==> src/rtl/srlatch_driver_if.sv <==
// Command/feedback bundle between control logic and the SR-latch driver.
// The driver sits on the slave side; the requester (and latch feedback) on the master side.
interface srlatch_driver_if;
  logic set_req;
  logic clr_req;
  logic q_fb;
  logic qb_fb;
  logic s;
  logic r;
  logic busy;
  logic done;
  logic err;
  logic rej;

  modport master (
    output set_req, clr_req, q_fb, qb_fb,
    input  s, r, busy, done, err, rej
  );

  modport slave (
    input  set_req, clr_req, q_fb, qb_fb,
    output s, r, busy, done, err, rej
  );
endinterface

==> src/rtl/srlatch_driver.sv <==
// Drives s/r of a downstream SR latch with fixed-width pulses, enforces a
// dead time between commands and verifies q/qb feedback after each pulse.
module srlatch_driver #(
  parameter int unsigned PULSE_W = 4,  // 1..15
  parameter int unsigned DEAD_T  = 2   // 1..15
) (
  input logic             clk,
  input logic             rst_n,
  srlatch_driver_if.slave bus
);

  typedef enum logic [1:0] {
    IDLE  = 2'd0,
    DRIVE = 2'd1,
    CHECK = 2'd2,
    DEAD  = 2'd3
  } state_e;

  typedef enum logic {
    CMD_SET = 1'b0,
    CMD_CLR = 1'b1
  } cmd_e;

  localparam logic [3:0] PULSE_LD = 4'(PULSE_W - 1);
  localparam logic [3:0] DEAD_LD  = 4'(DEAD_T - 1);

  state_e     state_q, state_d;
  cmd_e       cmd_q,   cmd_d;
  logic [3:0] cnt_q,   cnt_d;
  logic       mis_q,   mis_d;
  logic       rej_q,   rej_d;

  logic       fb_ok;
  logic       accept_window;

  // Feedback is correct only when q/qb are complementary and match the command.
  assign fb_ok = (cmd_q == CMD_SET) ? ( bus.q_fb && !bus.qb_fb)
                                    : (!bus.q_fb &&  bus.qb_fb);

  // A new command may be taken in IDLE or on the edge that ends the last DEAD cycle.
  assign accept_window = (state_q == IDLE) || ((state_q == DEAD) && (cnt_q == 4'd0));

  // State register: all control state clears asynchronously so s/r drop at once.
  // NOTE: sequential state uses non-blocking (<=) so every register samples
  // pre-edge values; blocking here would create order-dependent races.
  always_ff @(posedge clk or negedge rst_n) begin
    if (!rst_n) begin
      state_q <= IDLE;
      cmd_q   <= CMD_SET;
      cnt_q   <= 4'd0;
      mis_q   <= 1'b0;
      rej_q   <= 1'b0;
    end else begin
      state_q <= state_d;
      cmd_q   <= cmd_d;
      cnt_q   <= cnt_d;
      mis_q   <= mis_d;
      rej_q   <= rej_d;
    end
  end

  // Next-state logic: sequencing, counter, command capture and feedback sampling.
  always_comb begin
    // NOTE: every signal gets a default before the case so no path leaves it
    // unassigned, which would otherwise infer a latch.
    state_d = state_q;
    cmd_d   = cmd_q;
    cnt_d   = cnt_q;
    mis_d   = mis_q;
    rej_d   = 1'b0;

    unique case (state_q)
      DRIVE: begin
        if (cnt_q != 4'd0) begin
          cnt_d = cnt_q - 4'd1;
        end else begin
          state_d = CHECK;
          mis_d   = !fb_ok;
        end
      end
      CHECK: begin
        cnt_d   = DEAD_LD;
        state_d = DEAD;
      end
      IDLE, DEAD: begin
        if (!accept_window) begin
          cnt_d = cnt_q - 4'd1;
        end else begin
          state_d = IDLE;
          if (bus.set_req && !bus.clr_req) begin
            cmd_d   = CMD_SET;
            cnt_d   = PULSE_LD;
            state_d = DRIVE;
          end else if (bus.clr_req && !bus.set_req) begin
            cmd_d   = CMD_CLR;
            cnt_d   = PULSE_LD;
            state_d = DRIVE;
          end else if (bus.set_req && bus.clr_req) begin
            rej_d = 1'b1;
          end
        end
      end
      default: state_d = IDLE;
    endcase
  end

  // Outputs decoded only from registered state; s and r are exclusive by construction.
  always_comb begin
    bus.s    = (state_q == DRIVE) && (cmd_q == CMD_SET);
    bus.r    = (state_q == DRIVE) && (cmd_q == CMD_CLR);
    bus.busy = (state_q != IDLE);
    bus.done = (state_q == CHECK);
    bus.err  = (state_q == CHECK) && mis_q;
    bus.rej  = rej_q;
  end

endmodule

==> src/flat_wrapper.sv <==
// flat-port wrapper written by rule: the top's interface ports become plain ports
module srlatch_driver_flat 
#(
  parameter int unsigned PULSE_W = 4,          
  parameter int unsigned DEAD_T  = 2           
)
  (clk, rst_n, bus_set_req, bus_clr_req, bus_q_fb, bus_qb_fb, bus_s, bus_r, bus_busy, bus_done, bus_err, bus_rej);
  srlatch_driver_if bus_i ();
  input logic clk;
  input logic rst_n;
  input wire logic [$bits(bus_i.set_req)-1:0] bus_set_req;
  input wire logic [$bits(bus_i.clr_req)-1:0] bus_clr_req;
  input wire logic [$bits(bus_i.q_fb)-1:0] bus_q_fb;
  input wire logic [$bits(bus_i.qb_fb)-1:0] bus_qb_fb;
  output wire logic [$bits(bus_i.s)-1:0] bus_s;
  output wire logic [$bits(bus_i.r)-1:0] bus_r;
  output wire logic [$bits(bus_i.busy)-1:0] bus_busy;
  output wire logic [$bits(bus_i.done)-1:0] bus_done;
  output wire logic [$bits(bus_i.err)-1:0] bus_err;
  output wire logic [$bits(bus_i.rej)-1:0] bus_rej;
  assign bus_i.set_req = bus_set_req;
  assign bus_i.clr_req = bus_clr_req;
  assign bus_i.q_fb = bus_q_fb;
  assign bus_i.qb_fb = bus_qb_fb;
  assign bus_s = bus_i.s;
  assign bus_r = bus_i.r;
  assign bus_busy = bus_i.busy;
  assign bus_done = bus_i.done;
  assign bus_err = bus_i.err;
  assign bus_rej = bus_i.rej;
  srlatch_driver #(.PULSE_W(PULSE_W), .DEAD_T(DEAD_T)) u_core (.clk(clk), .rst_n(rst_n), .bus(bus_i));
endmodule
==> config.mk <==
export PLATFORM = sky130hd
export DESIGN_NAME = srlatch_driver_flat
export DESIGN_NICKNAME = d
export VERILOG_FILES = /design/src/rtl/srlatch_driver_if.sv /design/src/rtl/srlatch_driver.sv /design/src/flat_wrapper.sv
export SDC_FILE = /design/constraint.sdc
export NUM_CORES = 1
export LEC_CHECK = 0
export CAP_MARGIN = 20
export CORE_MARGIN = 5
export CORE_UTILIZATION = 40
export DETAILED_ROUTE_END_ITERATION = 8
export HOLD_SLACK_MARGIN = 0.15
export SYNTH_ARGS = -nofsm -noshare
export SYNTH_HDL_FRONTEND = slang
export SYNTH_SLANG_ARGS = --single-unit
==> constraint.sdc <==
create_clock -name clk -period 4.5 [get_ports clk]
set_input_delay 0.9 -clock clk [delete_from_list [all_inputs] [get_ports clk]]
set_output_delay 0.9 -clock clk [all_outputs]
set_load 0.1 [all_outputs]
Yosys cells after proc, flatten, opt, wreduce, memory -nomap -nowiden
Cells that the tools add are included.
{"block": "classes", "add_sub_neg": 1, "n_eq_ne": 7, "mux": 18, "bitwise": 2, "reduce_logical": 25}
{"cell": "4-bit two-way mux", "count": 4}
{"cell": "4-bit one-hot mux with 3 select lines", "count": 1}
{"cell": "1-bit logical AND", "count": 9}
{"cell": "1-bit two-way mux", "count": 9}
{"cell": "2-bit two-way mux", "count": 3}
{"cell": "2-bit one-hot mux with 3 select lines", "count": 1}
{"cell": "2-bit AND reduction", "count": 3}
{"cell": "1-bit zero test", "count": 5}
{"cell": "2-bit == test (second input constant)", "count": 2}
{"cell": "4-bit zero test", "count": 1}
{"cell": "2-bit by 1-bit inequality test with 1-bit output (second input constant)", "count": 2}
{"cell": "4-bit inequality test (second input constant)", "count": 1}
{"cell": "2-bit nonzero test", "count": 2}
{"cell": "4-bit nonzero test", "count": 1}
{"cell": "4-bit by 1-bit subtractor with 4-bit output (second input constant)", "count": 1}
{"cell": "3-bit AND reduction", "count": 1}
{"cell": "2-bit by 1-bit == test with 1-bit output (second input constant)", "count": 1}
{"cell": "2-bit zero test", "count": 1}
{"cell": "2-bit inequality test (second input constant)", "count": 1}
{"cell": "1-bit NOT", "count": 2}
{"cell": "2-bit OR reduction", "count": 1}
{"cell": "1-bit logical OR", "count": 1}
{"block": "word_totals", "ff_bits": 9, "in_bits": 6, "output_inout_bits": 6, "elab_cells": 58}

Logic depth before layout (Yosys ltp)
{"block": "depth", "ltp_word": 6, "ltp_mapped": 7, "depth_no_buf": 6}

Worst setup path before layout
OpenSTA, ideal clock, no wires.
{"block": "synth_path", "path_kind": "register -> output", "start": "reg u_core.state_q[0]", "end": "out bus_err", "t_arrival_ns": 2.186, "required_time_ns": 3.600, "path_slack_ns": 1.414, "path_stages_with_launch": 4, "n_path_buf": 0, "cell_sequence": "dfrtp_1 -> inv_1 -> ha_1 -> and2_1"}
{"block": "synth_between", "elab_chain_len": 2}
{"item": "start, declared", "line": "srlatch_driver.sv:27", "source": "state_e state_q, state_d;"}
{"item": "start signal, assigned", "line": "srlatch_driver.sv:54", "source": "state_q <= state_d;"}
{"item": "2-bit == test"}
{"item": "net bus_done", "line": "flat_wrapper.sv:18", "source": "output wire logic [$bits(bus_i.done)-1:0] bus_done;"}
{"item": "1-bit logical AND", "line": "srlatch_driver.sv:113", "source": "bus.err = (state_q == CHECK) && mis_q;"}
{"item": "end, declared", "line": "flat_wrapper.sv:19", "source": "output wire logic [$bits(bus_i.err)-1:0] bus_err;"}
The timed path passes the listed nets, and every way through them passes these cells.

Worst setup path after layout
{"block": "layout_path", "start": "reg u_core.state_q[0]", "end": "out bus_err"}
{"block": "layout_between", "elab_chain_len": 2}
{"item": "2-bit == test", "line": "srlatch_driver.sv:113"}
{"item": "1-bit logical AND", "line": "srlatch_driver.sv:113"}
Every way passes these cells.

==> metrics.csv <==
metric;value;unit
drtIter0Drc;8;
track_usage;11.40;%
cts_root_buf;clkbuf_4;
max_freq;313.2;MHz
period_share;70.96;%
avgViaCountPerCell;5.173;
cts.sinks;9;
final_common_cell;clkdlybuf4s50_1;
crit_start;u_core.state_q[0]$_DFFE_PN0P_;
row_count;15;
end_kind;primary output;
synth_seq_cells;9;
setup-tns-final;0;ps
die_area;2642;um2
diodes;0;
syn_area;685.7;um2
required;3600;ps
grt_pass1_vias;471;
numCtsBuffers;3;
maxCapViolCount;0;
hpwl;1088;um
cts_hold_buf;0;
clock_latency;260;ps
report.final.slew_viol_count;0;
setup_violations;0;
ir_drop;0.0003283;V
hp-class;flip-flop to flip-flop;
rsz0062_at_grt;no;
crit_path_start_kind;flip-flop;
gp_congestion;0.7510;
finalPower;0.5928;mW
crit_chain;inv_1, ha_1, and2_1, clkdlybuf4s50_1;
ys_warn_count;0;
worstMarginPinSlew;969.4;ps
cellPowerDensity;712.5;nW/um2
antenna_found_initial;0;
wire_per_inst;13.67;um
r2r-start;u_core.state_q[0]$_DFFE_PN0P_;
die_x;51.40;um
ant_nets;0;
yosys-top-cells-area;dfrtp_1 (33%), ha_1 (16%), inv_1 (5.5%);
clk_pin_slew;60;ps
grt_pass1_wl;2249;um
nets;97;
syn-num-nets;82;
synth_top_area_share;32.85;%
vias;507;
die-height;51.40;um
grt_overflow;0;
synth_largest_area_cell;dfrtp_1;
crit_slowest_cell;clkdlybuf4s50_1;
skew;1.225;ps
drive_gt1_share;13.58;%
slowest_delay;1120;ps
area_delta_synth_final;21.35;%
synth_cell_types;32;
syn_inst;67;
p_leak;0.3686;nW
ctsResizeCount;0;
cp.arrival;2290;ps
wirelength;1340;um
slew-limit-headroom;35.17;%
cts.path.max_buffers;2;
worstPathMaxFanout;5;
drt_pass1_iterations;3;
htree_levels;1;
synth_sequential_area_ratio;32.85;%
postCtsSetupRepairBufs;0;
portBuffers;11;
drcViolationCount;0;
io_pins;12;
final_cell_mix;clkdlybuf4s50_1 (11), inv_1 (10), ha_1 (9), dfrtp_1 (9), nor2_1 (5);
status;completed;
min_period;3193;ps
cts_tree;done;
hp-start;u_core.mis_q$_DFFE_PN0P_;
postSynthAreaPerCell;10.23;um2
initial_core_util;41.05;%
grt_max_degree;11;
hold_violations;0;
critical_path_class;flip-flop to primary output;
coreArea;1670;um2
[flip-flops by register name, summed over array words and instances, names as in the netlist]
register / count
u_core.bus.rej: 1
u_core.state_q: 2
u_core.mis_q: 1
u_core.cnt_q: 4
u_core.cmd_q: 1
[layer usage]
layer  track usage (%)  vias to the layer above  wire length, um
met2             16.74                       10              589
met1             15.63                      228              699
met3             1.749                        2               33
li1                  -                      267                -
met4             6.550                        0               17
met5                 0                        -                0
[final timing paths]
check | to | slack [ps] | cells after the start
worst max-delay path | bus_err | 1310 | 4
worst min-delay path | u_core.mis_q$_DFFE_PN0P_ | 530 | 1
max in group asynchronous | u_core.cnt_q[2]$_DFFE_PN0P_ | 3240 | 1
worst min register to register | u_core.mis_q$_DFFE_PN0P_ | 530 | 1
min in group asynchronous | u_core.cnt_q[3]$_DFFE_PN0P_ | 950 | 1
worst max register to register | u_core.cnt_q[2]$_DFFE_PN0P_ | 2530 | 6
[worst max-delay path: cells and delay by family (launching register included)]
kind,cells,cell delay (ps)
DFF,1,430
buffers and inverters,2,1250
and+or+nand+nor,1,140
adders and majority gates,1,210
[report_power, final]
group	switching, mW	internal (mW)
Combinational	0.247	0.138
Clock	0.0297	0.0343
Sequential	0.0316	0.112
[cells in the mapped netlist]
cell and count:
o211a_1 1, o311ai_0 1, a311oi_1 1, mux2i_1 1, nor3_2 1, nor3b_1 1, a21oi_1 1, nand2_1 3
and4bb_4 1, o211ai_1 1, a21boi_0 1, inv_1 10, nor2_1 5, o31a_2 1, o41ai_1 1, buf_6 1
a22o_2 1, dfrtp_1 9, o21a_1 1, nand2b_1 1, mux2_2 1, o22ai_1 1, nand3_1 1, o31ai_1 2
a211oi_4 1, and4bb_2 1, or4_1 1, ha_1 9, nor2b_1 1, o21ai_0 3, and2_1 2, nor4b_4 1
[layout make-up]
| class | count | area (um2) |
|---|---|---|
| Clock buffer | 4 | 26.28 |
| Multi-Input combinational cell | 47 | 411.6 |
| Sequential cell | 9 | 225.2 |
| Timing Repair Buffer | 11 | 110.1 |
| Fill cell | 166 | 838.3 |
| Tap cell | 17 | 21.27 |
| Inverter | 10 | 37.54 |
[kinds of logic (layout without fill, tap and decap cells)]
family	after synthesis	after routing	share of synthesized area (%)
multiplexers	2	2	3.102
AND/OR/NAND/NOR	19	19	20.07
flip-flops	9	9	32.85
adder cells (fa/ha/maj)	9	9	16.42
buffers and inverters	11	25	7.117
AO/OA/AOI/OAI	17	17	20.44
[stage by stage]
step	hold WS [ps]	utilization (%)	cells	cell area [um2]	worst slack [ps]
after floorplan	472.7	-	67	685.7	1414
after global placement	519.4	48.24	94	805.8	1570
after detailed placement	514.9	48.24	94	805.8	1579
after CTS	529.9	49.81	98	832.0	1279
after global routing	555.4	49.81	98	832.0	1221
final	528.5	49.81	98	832.0	1307
(Power assumes the default switching activity.)
==> patch, RTL diff (same flow settings) <==
Encoding of `state_e`: now Gray code (2 bits for 4 states).
--- a/src/rtl/srlatch_driver.sv
+++ b/src/rtl/srlatch_driver.sv
@@ -10,10 +10,10 @@
 );
 
   typedef enum logic [1:0] {
-    IDLE  = 2'd0,
-    DRIVE = 2'd1,
-    CHECK = 2'd2,
-    DEAD  = 2'd3
+    IDLE  = 2'b00,
+    DRIVE = 2'b01,
+    CHECK = 2'b11,
+    DEAD  = 2'b10
   } state_e;
 
   typedef enum logic {
Formal check against the unedited RTL: same outputs for any inputs over 10 cycles, from zero or initial values and one cycle with rst_n low; not proved beyond that.
==> patch against the unedited design <==
Die area is 11% lower. Wire length is 12% lower. Final area is 13% lower. Sequential cell count stayed put. Area after synthesis is 13% lower. Via count is 3.9% lower. Clock skew is 0.0014 ns higher. Worst setup slack better by 0.099 ns. Count of clock-buffer cells in the layout stayed put. Highest routed layer unchanged.
Power is not shown: default switching activity piles up to over one toggle a cycle in this logic, so the estimate is an artifact.
==> patch: results (changes against the unedited design) <==
metric	value	unit	change
outcome	finished clean		
Synthesis Warnings	0		unchanged
layout cell share with drive strength beyond 1	6.41	%	-7.2 points
Post-CTS Setup Bufs	0		unchanged
Post-synth top cells	dfrtp_1 (9), inv_1 (9), nor2_1 (7)		
Distinct cells, synth	25		-22%
Tightest Pin Transition	0.984	ns	+0.0144 ns
clock skew	0.00258	ns	+0.00135 ns
CP top delay family	buffers and inverters		
Mapped Nets	76		-7.3%
Worst Hold Launch	u_core.mis_q		
worst r2r src	u_core.cnt_q[1]		
NumNets Final	89		-8.2%
RR Endpoint	u_core.cmd_q		
initial antenna violation count	0		unchanged
grt met1 use	14.2	%	-1.4 points
Hold Crit Class	flop to flop		
worst hold stages	2		+1
GP Congestion	0.736		-2.0%
hold endpoint	u_core.mis_q		
Port Buffers	11		unchanged
grt met3 use	1.53	%	-0.22 points
clock slew at reported path FFs	0.06	ns	about the same
met2 Use GR	15.9	%	-0.87 points
Ant. Diodes	0		unchanged
routed vias/inst	5.18		+0.14%
Worst Path Max Fanout	8		+3
Num CTS Buffers	3		unchanged
r2r worst-path depth	5		-1
ranking of synthesized cells by area	dfrtp_1 (38%), ha_1 (8.4%), inv_1 (5.7%), mux2i_1 (5.0%), nor2_1 (4.4%)		
Max stage delay on crit path	1.14	ns	+0.02 ns
post-CTS sizing	0		unchanged
Worst Path Arrival	2.19	ns	-0.10 ns
count of TritonRoute iterations in the first routing pass	4		+1
top flop regs	u_core.cnt_q x4, u_core.state_q x2		
Routed WL	1170	µm	-12%
Slowest-stage cell, CP	clkdlybuf4s50_1		
clk buf depth	2		unchanged
Post-synth ARST share	100	%	unchanged
Root Driver	clkbuf_4		
pin count of the biggest net entering global routing	10		-1
H-tree lvl count	1		unchanged
gr usage total	11.0	%	-0.37 points
Clock Latency Late Sink	0.26	ns	about the same
vias in the first global route	477		+1.3%
post-synthesis sequential area ratio	37.8	%	+5.0 points
first-pass GRT wire length	2070	µm	-8.0%
DRT iter0 DRCs	10		+2
reg2reg setup slack	2.74	ns	+0.21 ns
Post-DP HPWL	933	µm	-14%
patch: changes by cell type in the layout (fill, tap and decap cells not counted), moves of 2 or more:
cell / change
and3_1: +2
a21oi_1: +4
o31ai_1: -2
nor2_1: +2
ha_1: -5
mux2i_1: +2
o21ai_0: +2
and2_1: -2
patch: per-stage QoR:
step                setup slack (ns)  instance area [µm²]  instances  hold WS [ns]
floorplan                       1.69                  596         66         0.459
global placement                1.71                  696         90         0.515
detailed placement              1.69                  696         90         0.503
CTS                             1.40                  722         94         0.522
global route                    1.31                  722         94         0.543
finish                          1.41                  722         94         0.522
patch: how the worst max path moves through the flow:
| stage | slack (ns) | end | start | cells past startpoint |
|---|---|---|---|---|
| 6_report | 1.41 | bus_s | u_core.state_q[1] | 3 |
| 5_1_grt | 1.31 | bus_s | u_core.state_q[1] | 3 |
| 4_1_cts | 1.40 | bus_s | u_core.state_q[1] | 3 |
| 3_5_place_dp | 1.69 | bus_s | u_core.state_q[1] | 3 |
| 3_3_place_gp | 1.71 | bus_s | u_core.state_q[1] | 3 |
| 2_1_floorplan | 1.69 | bus_r | u_core.state_q[1] | 3 |
patch: routing by layer:
metal  up-vias  part of all wire, %
met5         -                    0
met4         0                  4.0
met2        12                   46
li1        250                    -
met1       220                   45
met3         5                  4.9
patch: cell families (layout without fill, tap and decap cells):
family          count (synthesis)  in the layout  synth area share [%]
xor+xnor                        1              1                  1.47
fa+ha+maj                       4              4                  8.40
compound gates                 15             15                  16.0
simple gates                   22             22                  20.6
flops                           9              9                  37.8
buf+inv                        12             24                  10.7
mux                             3              3                  5.04
patch: final cells by class:
class,instances,area (µm²)
Tap cell,16,20.0
Fill cell,152,732
Multi-Input combinational cell,45,307
Timing Repair Buffer,11,110
Inverter,9,33.8
Sequential cell,9,225
Clock buffer,4,26.3
